===== config.mk =====
export PLATFORM = sky130hd
export DESIGN_NAME = captura_codigo_gray
export DESIGN_NICKNAME = d
export VERILOG_FILES = /design/src/rtl/captura_codigo_gray_pkg.sv /design/src/rtl/captura_codigo_gray_sincronizador.sv /design/src/rtl/captura_codigo_gray.sv
export SDC_FILE = /design/constraint.sdc
export NUM_CORES = 1
export LEC_CHECK = 0
export CAP_MARGIN = 20
export CORE_MARGIN = 2
export CORE_UTILIZATION = 55
export CTS_CLUSTER_DIAMETER = 50
export DETAILED_ROUTE_END_ITERATION = 7
export GPL_TIMING_DRIVEN = 1
export PLACE_DENSITY = 0.8
export SETUP_SLACK_MARGIN = 0.02
export SLEW_MARGIN = 10
export SYNTH_ARGS = -nofsm -noshare
export SYNTH_HDL_FRONTEND = slang
export SYNTH_SLANG_ARGS = --single-unit

===== constraint.sdc =====
create_clock -name clk -period 2.9 [get_ports clk]
set_input_delay 0.29 -clock clk [delete_from_list [all_inputs] [get_ports clk]]
set_output_delay 0.29 -clock clk [all_outputs]
set_load 0.03 [all_outputs]

===== src/rtl/captura_codigo_gray_pkg.sv =====
// Shared definitions for the Gray-code capture block and the LED stage bench:
// debounce default, filter states and code helper functions.
package captura_codigo_gray_pkg;

  localparam int unsigned DEBOUNCE_CYCLES_DEFAULT = 4;
  localparam int unsigned CODE_W                  = 4;

  typedef enum logic {
    ESTABLE   = 1'b0,
    FILTRANDO = 1'b1
  } estado_t;

  // MSB passes through; every lower bit folds in all bits above it.
  function automatic logic [CODE_W-1:0] gray_a_bin(input logic [CODE_W-1:0] g);
    logic [CODE_W-1:0] b;
    b[CODE_W-1] = g[CODE_W-1];
    for (int i = CODE_W - 2; i >= 0; i--) begin
      b[i] = b[i+1] ^ g[i];
    end
    return b;
  endfunction

  function automatic logic popcount_mayor_uno(input logic [CODE_W-1:0] v);
    int unsigned n;
    n = 0;
    for (int unsigned i = 0; i < CODE_W; i++) begin
      n += int'(v[i]);
    end
    return (n > 1);
  endfunction

endpackage


===== src/rtl/captura_codigo_gray_sincronizador.sv =====
// Two-flop synchronizer for the raw switch bus; reset clears both stages.
module sincronizador_2ff
  import captura_codigo_gray_pkg::*;
(
  input  logic              clk,
  input  logic              rst_n,
  input  logic [CODE_W-1:0] d,
  output logic [CODE_W-1:0] q1,
  output logic [CODE_W-1:0] q2
);

  always_ff @(posedge clk or negedge rst_n) begin
    if (!rst_n) begin
      q1 <= '0;
      q2 <= '0;
    end else begin
      q1 <= d;
      q2 <= q1;
    end
  end

endmodule


===== src/rtl/captura_codigo_gray.sv =====
// Debounced capture of a 4-bit Gray code from switches: synchronize, filter
// for DEBOUNCE_CYCLES stable cycles, then register code, binary value and flags.
module captura_codigo_gray
  import captura_codigo_gray_pkg::*;
#(
  parameter int unsigned DEBOUNCE_CYCLES = DEBOUNCE_CYCLES_DEFAULT
) (
  input  logic       clk,
  input  logic       rst_n,
  input  logic [3:0] gray_in,
  output logic [3:0] bin,
  output logic [3:0] gray_q,
  output logic       upd,
  output logic       err
);

  localparam int unsigned     CW       = $clog2(DEBOUNCE_CYCLES + 1);
  localparam logic [CW-1:0]   CNT_MAX  = CW'(DEBOUNCE_CYCLES);
  localparam logic [CW-1:0]   CNT_LAST = CW'(DEBOUNCE_CYCLES - 1);

  logic [3:0]    sync1, sync2;
  estado_t       state, state_n;
  logic [3:0]    cand, cand_n;
  logic [CW-1:0] cnt, cnt_n;
  logic [3:0]    gray_q_n, bin_n;
  logic          upd_n, err_n;

  sincronizador_2ff u_sync (
    .clk   (clk),
    .rst_n (rst_n),
    .d     (gray_in),
    .q1    (sync1),
    .q2    (sync2)
  );

  always_ff @(posedge clk or negedge rst_n) begin
    if (!rst_n) begin
      state  <= ESTABLE;
      cand   <= '0;
      cnt    <= '0;
      gray_q <= '0;
      bin    <= '0;
      upd    <= 1'b0;
      err    <= 1'b0;
    end else begin
      state  <= state_n;
      cand   <= cand_n;
      cnt    <= cnt_n;
      gray_q <= gray_q_n;
      bin    <= bin_n;
      upd    <= upd_n;
      err    <= err_n;
    end
  end

  always_comb begin
    state_n  = state;
    cand_n   = cand;
    cnt_n    = cnt;
    gray_q_n = gray_q;
    bin_n    = bin;
    upd_n    = 1'b0;
    err_n    = err;
    if (sync2 != cand) begin
      // Any change restarts the count; returning to the accepted code is not a new candidate.
      cand_n  = sync2;
      cnt_n   = '0;
      state_n = (sync2 != gray_q) ? FILTRANDO : ESTABLE;
    end else begin
      if (cnt != CNT_MAX) begin
        cnt_n = cnt + 1'b1;
      end
      if (state == FILTRANDO && cnt == CNT_LAST) begin
        gray_q_n = cand;
        bin_n    = gray_a_bin(cand);
        err_n    = popcount_mayor_uno(cand ^ gray_q);
        upd_n    = 1'b1;
        state_n  = ESTABLE;
      end
    end
  end

endmodule


---- After elaboration in Yosys (flattened, before gate mapping) ----
Index checks and enable logic that the tools add are counted.
word-level totals
  flip-flop bits (word level) ............. 26
  bits of input ports ..................... 6
  logic and storage cells ................. 34
  output and inout port bits .............. 10
operators by class
  equal/unequal tests ..................... 4
  add/subtract/negate cells ............... 4
  reductions and logical operators ........ 4
  multiplexer cells ....................... 7
  order comparisons ....................... 1
  bitwise gates (word level) .............. 5
operator list
  kind                 count
  $ne 4x4->1           2
  $mux 3               2
  $mux 1               5
  $add 3x1->4          1
  $gt 4x1->1 const B   1
  $reduce_bool 2->1    2
  $xor 4x4->4          1
  $add 2x1->3          1
  $add 3x1->3 const B  1
  $eq 3x2->1 const B   1
  $ne 3x3->1 const B   1
  $xor 1x1->1          3
  $add 1x1->2          1
  $reduce_and 2->1     1
  $logic_and 1x1->1    1
  $not 1->1            1

---- Longest topological paths before layout ----
Gate-level depths: netlist of the first run.
  word-level depth ........................ 5
  depth in mapped cells ................... 5
  gate-level depth less buffers ........... 5

---- Cells and area by module ----
Synthesis of the first run repeated with hierarchy kept, for this count alone.
second synthesis, totals
  cell total of the unflattened synthesis .. 76
  area total of the unflattened synthesis .. 1,071.0 um2
by module, submodules not included
  module               times used  cells each  area an instance (um2)  seq. area each (um2)
  captura_codigo_gray  1           68          870.8                   425.4
  sincronizador_2ff    1           8           200.2                   200.2

---- Worst setup path after synthesis of the first run ----
Ideal clock, no wire load.
  path kind ............................... register -> register
  from .................................... register gray_q[0]
  to ...................................... register err
  cell stages (with the launch flop) ...... 5
  setup time .............................. 96 ps
  arrival ................................. 1,472 ps
  data required time ...................... 2,804 ps
  clock period less this slack ............ 1,568 ps
  setup slack ............................. 1,332 ps
  path buffers ............................ 0
  path through ............................ dfrtp_1 xor2_1 fa_1 a21oi_1 o31ai_1
on the way
  longest elaborated chain between the ends .. 5
ends and longest elaborated chain
  element                 line                           text
  start, declared         captura_codigo_gray.sv:12      output logic [3:0] gray_q,
  start signal, assigned  captura_codigo_gray.sv:49      gray_q <= gray_q_n;
  $xor 4x4->4             captura_codigo_gray.sv:76      err_n = popcount_mayor_uno(cand ^ gray_q);
  $add 1x1->2             captura_codigo_gray_pkg.sv:27  n += int'(v[i]);
  $add 2x1->3             captura_codigo_gray_pkg.sv:27
  $add 3x1->4             captura_codigo_gray_pkg.sv:27
  $gt 4x1->1              captura_codigo_gray_pkg.sv:29  return (n > 1);
  end signal, assigned    captura_codigo_gray.sv:52      err <= err_n;
  end, declared           captura_codigo_gray.sv:14      output logic err
No other way between the ends.
A chain may end at the register's enable or synchronous reset.

---- Final worst setup path of the first run ----
  from .................................... register bin[3]
  to ...................................... output port bin[3]
RTL lines
  element                 line                       text
  start, declared         captura_codigo_gray.sv:11  output logic [3:0] bin,
  start signal, assigned  captura_codigo_gray.sv:50  bin <= bin_n;
No word-level cell between the ends.

==> out/metrics.cfg, run 1 <==
[logic_synthesis]
ys_seq_area_share_pct = 58.4
synth_area_mm2 = 0.00107
syn_nets = 86
syn_inst = 76
ys_types = 18
synth-seq-cells = 25
yosysWarnings = 0
syn_area_per_cell_um2 = 14.1

[detailed_routing]
top_layer_used = met4
drc = 0
wl_met2_um = 706
vias = 577
viasPerCell = 4.97
drt-met1-wl_um = 720
wirelength_um = 1500
wl_per_cell_um = 12.9
ant_nets = 0
drt_iter0_markers = 1
drt_pre_antenna_iters = 4
wl_met3_um = 59

[die]
fp.dieH_um = 48.1
io_pins = 16
die_w_um = 48.1
rows = 15
core-area_mm2 = 0.00178
dieArea_mm2 = 0.00232
start_util_pct = 60.1

[power_and_ir_drop]
p_leak_nw = 0.580
pwr-share-comb_pct = 7.6
ir_drop_uv = 284
netSwitchingFraction_pct = 22.4
power_switching_uw = 125
p_seq_share_pct = 66.1
p_total_uw = 557
power_per_cell_area_mw_per_mm2 = 441
pwr-share-clk_pct = 26.3
p_int_uw = 432

[setup_path]
cp-end-kind = primary output
crit_buf_inv = 1
worstPathArrival_ps = 1510
cp_max_fo = 5
r2r_start = cand[3]
path_class = reg2out
cp_slowest_stage_delay_ps = 720
r2r_cells = 4
worstPathRequired_ps = 2610
start_kind = flip-flop
cp_cell_sequence = clkdlybuf4s50_1
r2r-end = bin[2]
slowest_stage = clkdlybuf4s50_1
rrSetupSlack_ps = 1250
critical_path.top_delay_family = buffers and inverters

[placement]
place_area_mm2 = 0.00124
hpwl_um = 1170
globalplace.congestion = 0.809
portBuffers = 15

[final_layout]
fin_nets = 102
most-common-layout-cells = dfrtp_1, clkdlybuf4s50_1, xor2_1, mux2_4
area_delta_synth_final_pct = 18.0
antenna_cells = 0
layout_commonest_cell = dfrtp_1
final_area_mm2 = 0.00126
fill_cells = 123
drive_above_1_share_pct = 14.3
fin_util_pct = 70.9

[global_routing]
grtUsageTotal_pct = 16.3
grt_pass1_vias = 563
grt_first_pass_wirelength_um = 2500
grt_overflow = 0
grt_max_degree = 26
grt_antenna_before_repair = 0

[outcome]
outcome = finished clean

[cts]
clkSinkCount = 25
ctsHoldBuffers = 0
clk_pin_slew_worst_paths_ps = 120
root_buffer = clkbuf_4
post_cts_buffers = 0
ctsResizeCount = 0
worstSkewPairLatency_ps = 310
cts_htree_levels = 1
cts-buffers-inserted = 3
cts_tree = yes
cts_max_path_buffers = 2

[timing]
tns_ps = 0
setup_viol = 0
slew_violations = 0
hold_viol = 0
max_freq_mhz = 554
fin_crit_sh_pct = 62.2
post-route-min-period_ps = 1800
fin_skew_ps = 7.63
max_slew_margin_pct = 79.2
rsz0062_at_grt = false
worst_slew_pin_slew_ps = 311

[min_path]
holdCritPathClass = in2async

[run]
cap_violations = 0

==> cell type report <==
| cell class | count | area, um2 | share of cell area [%] |
|---|---|---|---|
| timing repair buffer | 16 | 158 | 12.5 |
| clock buffer | 4 | 26.3 | 2.08 |
| tap | 25 | 31.3 | 2.48 |
| inverter | 4 | 15.0 | 1.19 |
| sequential | 25 | 626 | 49.5 |
| multi-input combinational | 42 | 408 | 32.3 |
==> logic make-up after synthesis <==
kind of cell             Yosys count  synth area share, %
AO/OA/AOI/OAI                      7                 3.50
multiplexers                       7                 9.81
XOR/XNOR                          16                 13.1
adder cells (fa/ha/maj)            4                 5.37
buffers and inverters              9                 3.50
AND/OR/NAND/NOR                    8                 6.31
flip-flops                        25                 58.4
==> state kept, by name, summed over array words and instances (netlist names) <==
name / flops
upd: 1
gray_q: 3
u_sync.q1: 4
err: 1
cnt: 3
cand: 4
u_sync.q2: 4
state: 1
bin: 4
==> Yosys cell counts (all sizes together) <==
cell / count / area (um2)
buf: 1 / 7.51
ha: 3 / 37.5
inv: 4 / 15.0
xnor2: 5 / 43.8
mux2: 7 / 105
nand3: 1 / 5.00
fa: 1 / 20.0
clkbuf: 4 / 15.0
nand4: 1 / 21.3
dfrtp: 25 / 626
o31ai: 1 / 7.51
a21oi: 5 / 25.0
o21ai: 1 / 5.00
nor2: 2 / 23.8
nand2: 3 / 11.3
nor4: 1 / 6.26
xor2: 11 / 96.3
==> worst reg2reg max path: cells and delay by family (launching register included) <==
kind / cells / cell delay [ps]
mux: 1 / 320
flops: 1 / 460
xor+xnor: 1 / 280
simple gates: 2 / 480
==> per-layer routing <==
| layer | vias up | GRT usage [%] |
|---|---|---|
| li1 | 272 | - |
| met1 | 288 | 21.3 |
| met2 | 15 | 26.7 |
| met3 | 2 | 4.44 |
| met4 | 0 | 4.86 |
| met5 | - | 0 |
==> stage by stage <==
stage | instances | hold WS (ps) | setup WS (ps)
floorplan | 76 | -5.59 | 1330
global placement | 112 | 335 | 1270
detailed placement | 112 | 339 | 1250
CTS | 116 | 311 | 1080
global route | 116 | 339 | 1030
finish | 116 | 316 | 1100
==> worst max-delay path by stage <==
stage	start	endpoint	cells after the start
after floorplan	gray_q[0]	err	4
after global placement	cand[3]	gray_q[2]	4
after detailed placement	cand[1]	bin[0]	4
after CTS	bin[3]	bin[3]	1
after global routing	bin[3]	gray_q[3]	1
final	bin[3]	bin[3]	1
==> power groups by stage <==
stage | Combinational (mW) | Clock, mW | Sequential (mW)
floorplan | 0.0267 | 0 | 0.373
global placement | 0.0432 | 0 | 0.374
detailed placement | 0.0435 | 0 | 0.375
CTS | 0.0436 | 0.156 | 0.368
global route | 0.0476 | 0.171 | 0.370
finish | 0.0426 | 0.146 | 0.368
No activity file was read; power rests on OpenSTA's default activity.
==> inputs of run 2 (changes only) <==
--- a/config.mk
+++ b/config.mk
@@ -7,11 +7,11 @@
 export LEC_CHECK = 0
 export CAP_MARGIN = 20
 export CORE_MARGIN = 2
-export CORE_UTILIZATION = 55
+export CORE_UTILIZATION = 51
 export CTS_CLUSTER_DIAMETER = 50
 export DETAILED_ROUTE_END_ITERATION = 7
 export GPL_TIMING_DRIVEN = 1
-export PLACE_DENSITY = 0.8
+export PLACE_DENSITY = 0.75
 export SETUP_SLACK_MARGIN = 0.02
 export SLEW_MARGIN = 10
 export SYNTH_ARGS = -nofsm -noshare
==> constraint.sdc (replaced) <==
create_clock -name clk -period 1.8 [get_ports clk]
set_input_delay 0.18 -clock clk [delete_from_list [all_inputs] [get_ports clk]]
set_output_delay 0.18 -clock clk [all_outputs]
set_load 0.03 [all_outputs]
==> out/metrics.cfg, run 2 (same netlist as run 1, synthesis figures left out) <==
[timing]
fin_skew_ps = 3.59
max_slew_margin_pct = 80.0
setup_viol = 0
hold_viol = 0
worst_slew_pin_slew_ps = 297
slew_violations = 0
tns_ps = 0
fin_crit_sh_pct = 93.5
timing.hold.ws_ps = 214
rsz0062_at_grt = false
post-route-min-period_ps = 1680
max_freq_mhz = 594

[cts]
cts_htree_levels = 1
cts_tree = yes
worstSkewPairLatency_ps = 310
cts-buffers-inserted = 3
post_cts_buffers = 0
root_buffer = clkbuf_4
ctsResizeCount = 0
clkSinkCount = 25
clk_pin_slew_worst_paths_ps = 130
ctsHoldBuffers = 0
cts_max_path_buffers = 2

[setup_path]
r2r_start = cand[3]
critical_path.top_delay_family = buffers and inverters
worstPathArrival_ps = 1500
cp_cell_sequence = clkdlybuf4s50_1
crit_buf_inv = 1
slowest_stage = clkdlybuf4s50_1
start_kind = flip-flop
cp_slowest_stage_delay_ps = 710
rrSetupSlack_ps = 220
path_class = reg2out
cp-end-kind = primary output
r2r-end = bin[0]
cp_max_fo = 5
r2r_cells = 4
worstPathRequired_ps = 1620

[detailed_routing]
viasPerCell = 4.73
drt_iter0_markers = 7
vias = 563
wl_per_cell_um = 12.2
drc = 0
wirelength_um = 1460
ant_nets = 0
drt_pre_antenna_iters = 4

[final_layout]
area_delta_synth_final_pct = 19.3
layout_commonest_cell = dfrtp_1
most-common-layout-cells = dfrtp_1, clkdlybuf4s50_1, xor2_1, mux2_4
final_area_mm2 = 0.00128
fin_nets = 103
final-instance-count-excl-fill = 119
drive_above_1_share_pct = 16.3
antenna_cells = 0

[die]
fp.dieH_um = 49.8
core-area_mm2 = 0.00196
start_util_pct = 54.6
die_w_um = 49.8
io_pins = 16
dieArea_mm2 = 0.00248
rows = 16

[global_routing]
grt_first_pass_wirelength_um = 2860
grt_max_degree = 26
grt_pass1_vias = 616
grt_overflow = 0
grtUsageTotal_pct = 15.8
grt_antenna_before_repair = 0

[placement]
globalplace.congestion = 0.739
hpwl_um = 1180
place_area_mm2 = 0.00125
dp_cells = 115
portBuffers = 15

[outcome]
outcome = finished clean

[run]
cap_violations = 0

[power_and_ir_drop]
ir_drop_uv = 725
power_per_cell_area_mw_per_mm2 = 707
p_leak_nw = 0.583

[min_path]
holdCritPathClass = in2async

==> run 2: changes by cell type in the layout (fill, tap and decap cells not counted) <==
| cell | change |
|---|---|
| clkinvlp_4 | +1 |
| clkbuf_1 | -1 |
| buf_4 | +1 |
==> run 2: worst max path at each step <==
stage	start	to	cells after the start
floorplan	gray_q[0]	err	4
global placement	cand[3]	bin[2]	4
detailed placement	cand[3]	bin[3]	4
CTS	bin[3]	bin[3]	1
global route	bin[3]	bin[3]	1
finish	bin[3]	bin[3]	1
==> run 2: layout make-up <==
class,count,area (um2)
Inverter,4,15.0
Clock inverter,1,7.51
Tap cell,27,33.8
Sequential cell,25,626
Timing Repair Buffer,17,165
Multi-Input combinational cell,42,408
Fill cell,168,684
Clock buffer,3,22.5
==> run 2: metrics by stage <==
step | setup WS [ps] | utilization, % | total power [mW]
2_1_floorplan | 232 | - | 0.644
6_report | 118 | 65.1 | 0.903
5_1_grt | 58.8 | 65.1 | 0.960
3_3_place_gp | 241 | 63.6 | 0.674
3_5_place_dp | 215 | 63.6 | 0.677
4_1_cts | 91.8 | 65.1 | 0.922
==> run 2: power by group <==
part           leakage [nW]  switching (mW)  internal, mW  total (mW)
clock network        0.0139           0.156        0.0847       0.241
registers             0.316          0.0157         0.577       0.593
logic                 0.253          0.0362        0.0336      0.0698
==> run 2: metal layers <==
layer | vias up | wire length, um | global-route usage (%)
met4 | 0 | 15 | 4.17
met3 | 2 | 90 | 5.76
met2 | 13 | 665 | 23.6
met1 | 273 | 683 | 21.7
met5 | - | 0 | 0
li1 | 275 | - | -
==> inputs of run 3 (changes only) <==
--- a/config.mk
+++ b/config.mk
@@ -5,13 +5,14 @@
 export SDC_FILE = /design/constraint.sdc
 export NUM_CORES = 1
 export LEC_CHECK = 0
+export ABC_AREA = 0
 export CAP_MARGIN = 20
 export CORE_MARGIN = 2
-export CORE_UTILIZATION = 51
+export CORE_UTILIZATION = 46
 export CTS_CLUSTER_DIAMETER = 50
 export DETAILED_ROUTE_END_ITERATION = 7
 export GPL_TIMING_DRIVEN = 1
-export PLACE_DENSITY = 0.75
+export PLACE_DENSITY = 0.71
 export SETUP_SLACK_MARGIN = 0.02
 export SLEW_MARGIN = 10
 export SYNTH_ARGS = -nofsm -noshare
==> constraint.sdc (replaced) <==
create_clock -name clk -period 1.35 [get_ports clk]
set_input_delay 0.135 -clock clk [delete_from_list [all_inputs] [get_ports clk]]
set_output_delay 0.135 -clock clk [all_outputs]
set_load 0.03 [all_outputs]
==> out/metrics.cfg, run 3 (same netlist as run 1, synthesis figures left out) <==
[final_layout]
most-common-layout-cells = dfrtp_1, buf_4, xor2_1, mux2_4
fin_nets = 117
final_area_mm2 = 0.00142
antenna_cells = 0
fill_cells = 180
area_delta_synth_final_pct = 32.9
drive_above_1_share_pct = 45.3
layout_commonest_cell = dfrtp_1

[die]
core-area_mm2 = 0.00221
die_w_um = 52.3
rows = 17
fp.dieH_um = 52.3
start_util_pct = 48.4
io_pins = 16
dieArea_mm2 = 0.00273

[timing]
max_freq_mhz = 670
max_slew_margin_pct = 78.7
fin_skew_ps = 3.47
worst_slew_pin_slew_ps = 320
post-route-min-period_ps = 1490
setup_viol = 8
rsz0062_at_grt = true
hold_viol = 0
post-route-worst-setup-slack_ps = -143
fin_crit_sh_pct = 111
slew_violations = 0

[setup_path]
cp_max_fo = 2
path_class = reg2reg
worstPathRequired_ps = 1590
cp-end-kind = flip-flop
start_kind = flip-flop
worstPathArrival_ps = 1740

[detailed_routing]
ant_nets = 0
wl_per_cell_um = 13.3
drc = 0
vias = 632
viasPerCell = 4.72
drt_pre_antenna_iters = 4
wirelength_um = 1780
drt_iter0_markers = 3

[global_routing]
grt_max_degree = 26
grt_pass1_vias = 674
grt_first_pass_wirelength_um = 2930
grt_antenna_before_repair = 0
grtUsageTotal_pct = 15.7
grt_overflow = 0

[cts]
cts_tree = yes
worstSkewPairLatency_ps = 320
clk_pin_slew_worst_paths_ps = 130
cts_htree_levels = 1
root_buffer = clkbuf_4
cts-buffers-inserted = 3
clkSinkCount = 25
cts_max_path_buffers = 2

[power_and_ir_drop]
pwr-share-clk_pct = 26.6
ir_drop_uv = 786
power_per_cell_area_mw_per_mm2 = 883
power_switching_uw = 305
pwr-share-comb_pct = 10.5
p_seq_share_pct = 62.9
netSwitchingFraction_pct = 24.3
p_total_mw = 1.26
p_int_uw = 953
p_leak_nw = 0.710

[placement]
place_area_mm2 = 0.00138
portBuffers = 15
hpwl_um = 1280
globalplace.congestion = 0.770

[min_path]
holdCritPathClass = in2async

[run]
cap_violations = 0

[outcome]
outcome = complete, but fails checks
violations = setup timing

[run 3: cell count changes in the layout (fill, tap and decap cells not counted), sizes merged]
| cell | previous run | this run |
|---|---|---|
| buf | 2 | 20 |
| clkdlybuf4s50 | 15 | 5 |
| dlygate4sd2 | 0 | 5 |
| clkbuf | 3 | 4 |
| clkinv | 0 | 1 |
| clkinvlp | 1 | 0 |
[run 3: repair_timing]
action,CTS,global route
endpoints found under the setup margin,19,13
hold buffers,0,0
resized for setup,21,14
buffers inserted,2,0
pin swaps,2,1
[run 3: cell type report]
cell class,instances,area [um2],area share [%]
multi-input cells,42,475,33.4
inverters,4,15.0,1.05
repair buffers,31,239,16.8
clock inverters,1,5.00,0.351
well taps,28,35.0,2.46
clock buffers,3,22.5,1.58
flip-flops and latches,25,632,44.4
[run 3: worst paths after layout]
check,startpoint,endpoint,slack [ps],cells after the start
hold reg to reg,u_sync.q1[3],u_sync.q2[3],370,0
setup / recovery,gray_q[0],err,-140,4
max in group asynchronous,rst_n,gray_q[1],940,2
setup reg to reg,gray_q[0],err,-140,4
hold / removal,rst_n,bin[0],150,2
min in group clk,gray_in[2],u_sync.q1[2],230,1
[run 3: metal layers]
| layer | GRT usage [%] | wire length [um] | part of all wire (%) | vias to the layer above |
|---|---|---|---|---|
| met4 | 8.97 | 25 | 1.4 | 0 |
| met1 | 18.6 | 787 | 44 | 313 |
| met3 | 3.43 | 62 | 3.5 | 4 |
| li1 | - | - | - | 302 |
| met5 | 0 | 0 | 0 | - |
| met2 | 26.2 | 900 | 51 | 13 |
[run 3: power by group through the flow]
| stage | combinational [mW] | sequential [mW] | clock (mW) |
|---|---|---|---|
| detailed placement | 0.128 | 0.806 | 0 |
| floorplan | 0.0649 | 0.806 | 0 |
| global placement | 0.125 | 0.804 | 0 |
| CTS | 0.134 | 0.790 | 0.353 |
| global route | 0.148 | 0.795 | 0.367 |
| finish | 0.132 | 0.792 | 0.334 |
[run 3: stage by stage]
step           TNS (ps)  utilization (%)  std cells  hold slack [ps]  setup slack [ps]
2_1_floorplan      -722                -         76             -161              -153
3_3_place_gp       -890             62.5        128              332              -122
3_5_place_dp      -1030             62.5        128              340              -155
4_1_cts           -1150             64.1        134              145              -168
5_1_grt           -1520             64.4        134              187              -203
6_report          -1010             64.4        134              154              -143
[run 3: critical path, cell delays in order, from the launching register on]
cell and delay, ps:
dfrtp_2 450, xor2_2 180, fa_1 530, a21oi_1 60, o31ai_1 180
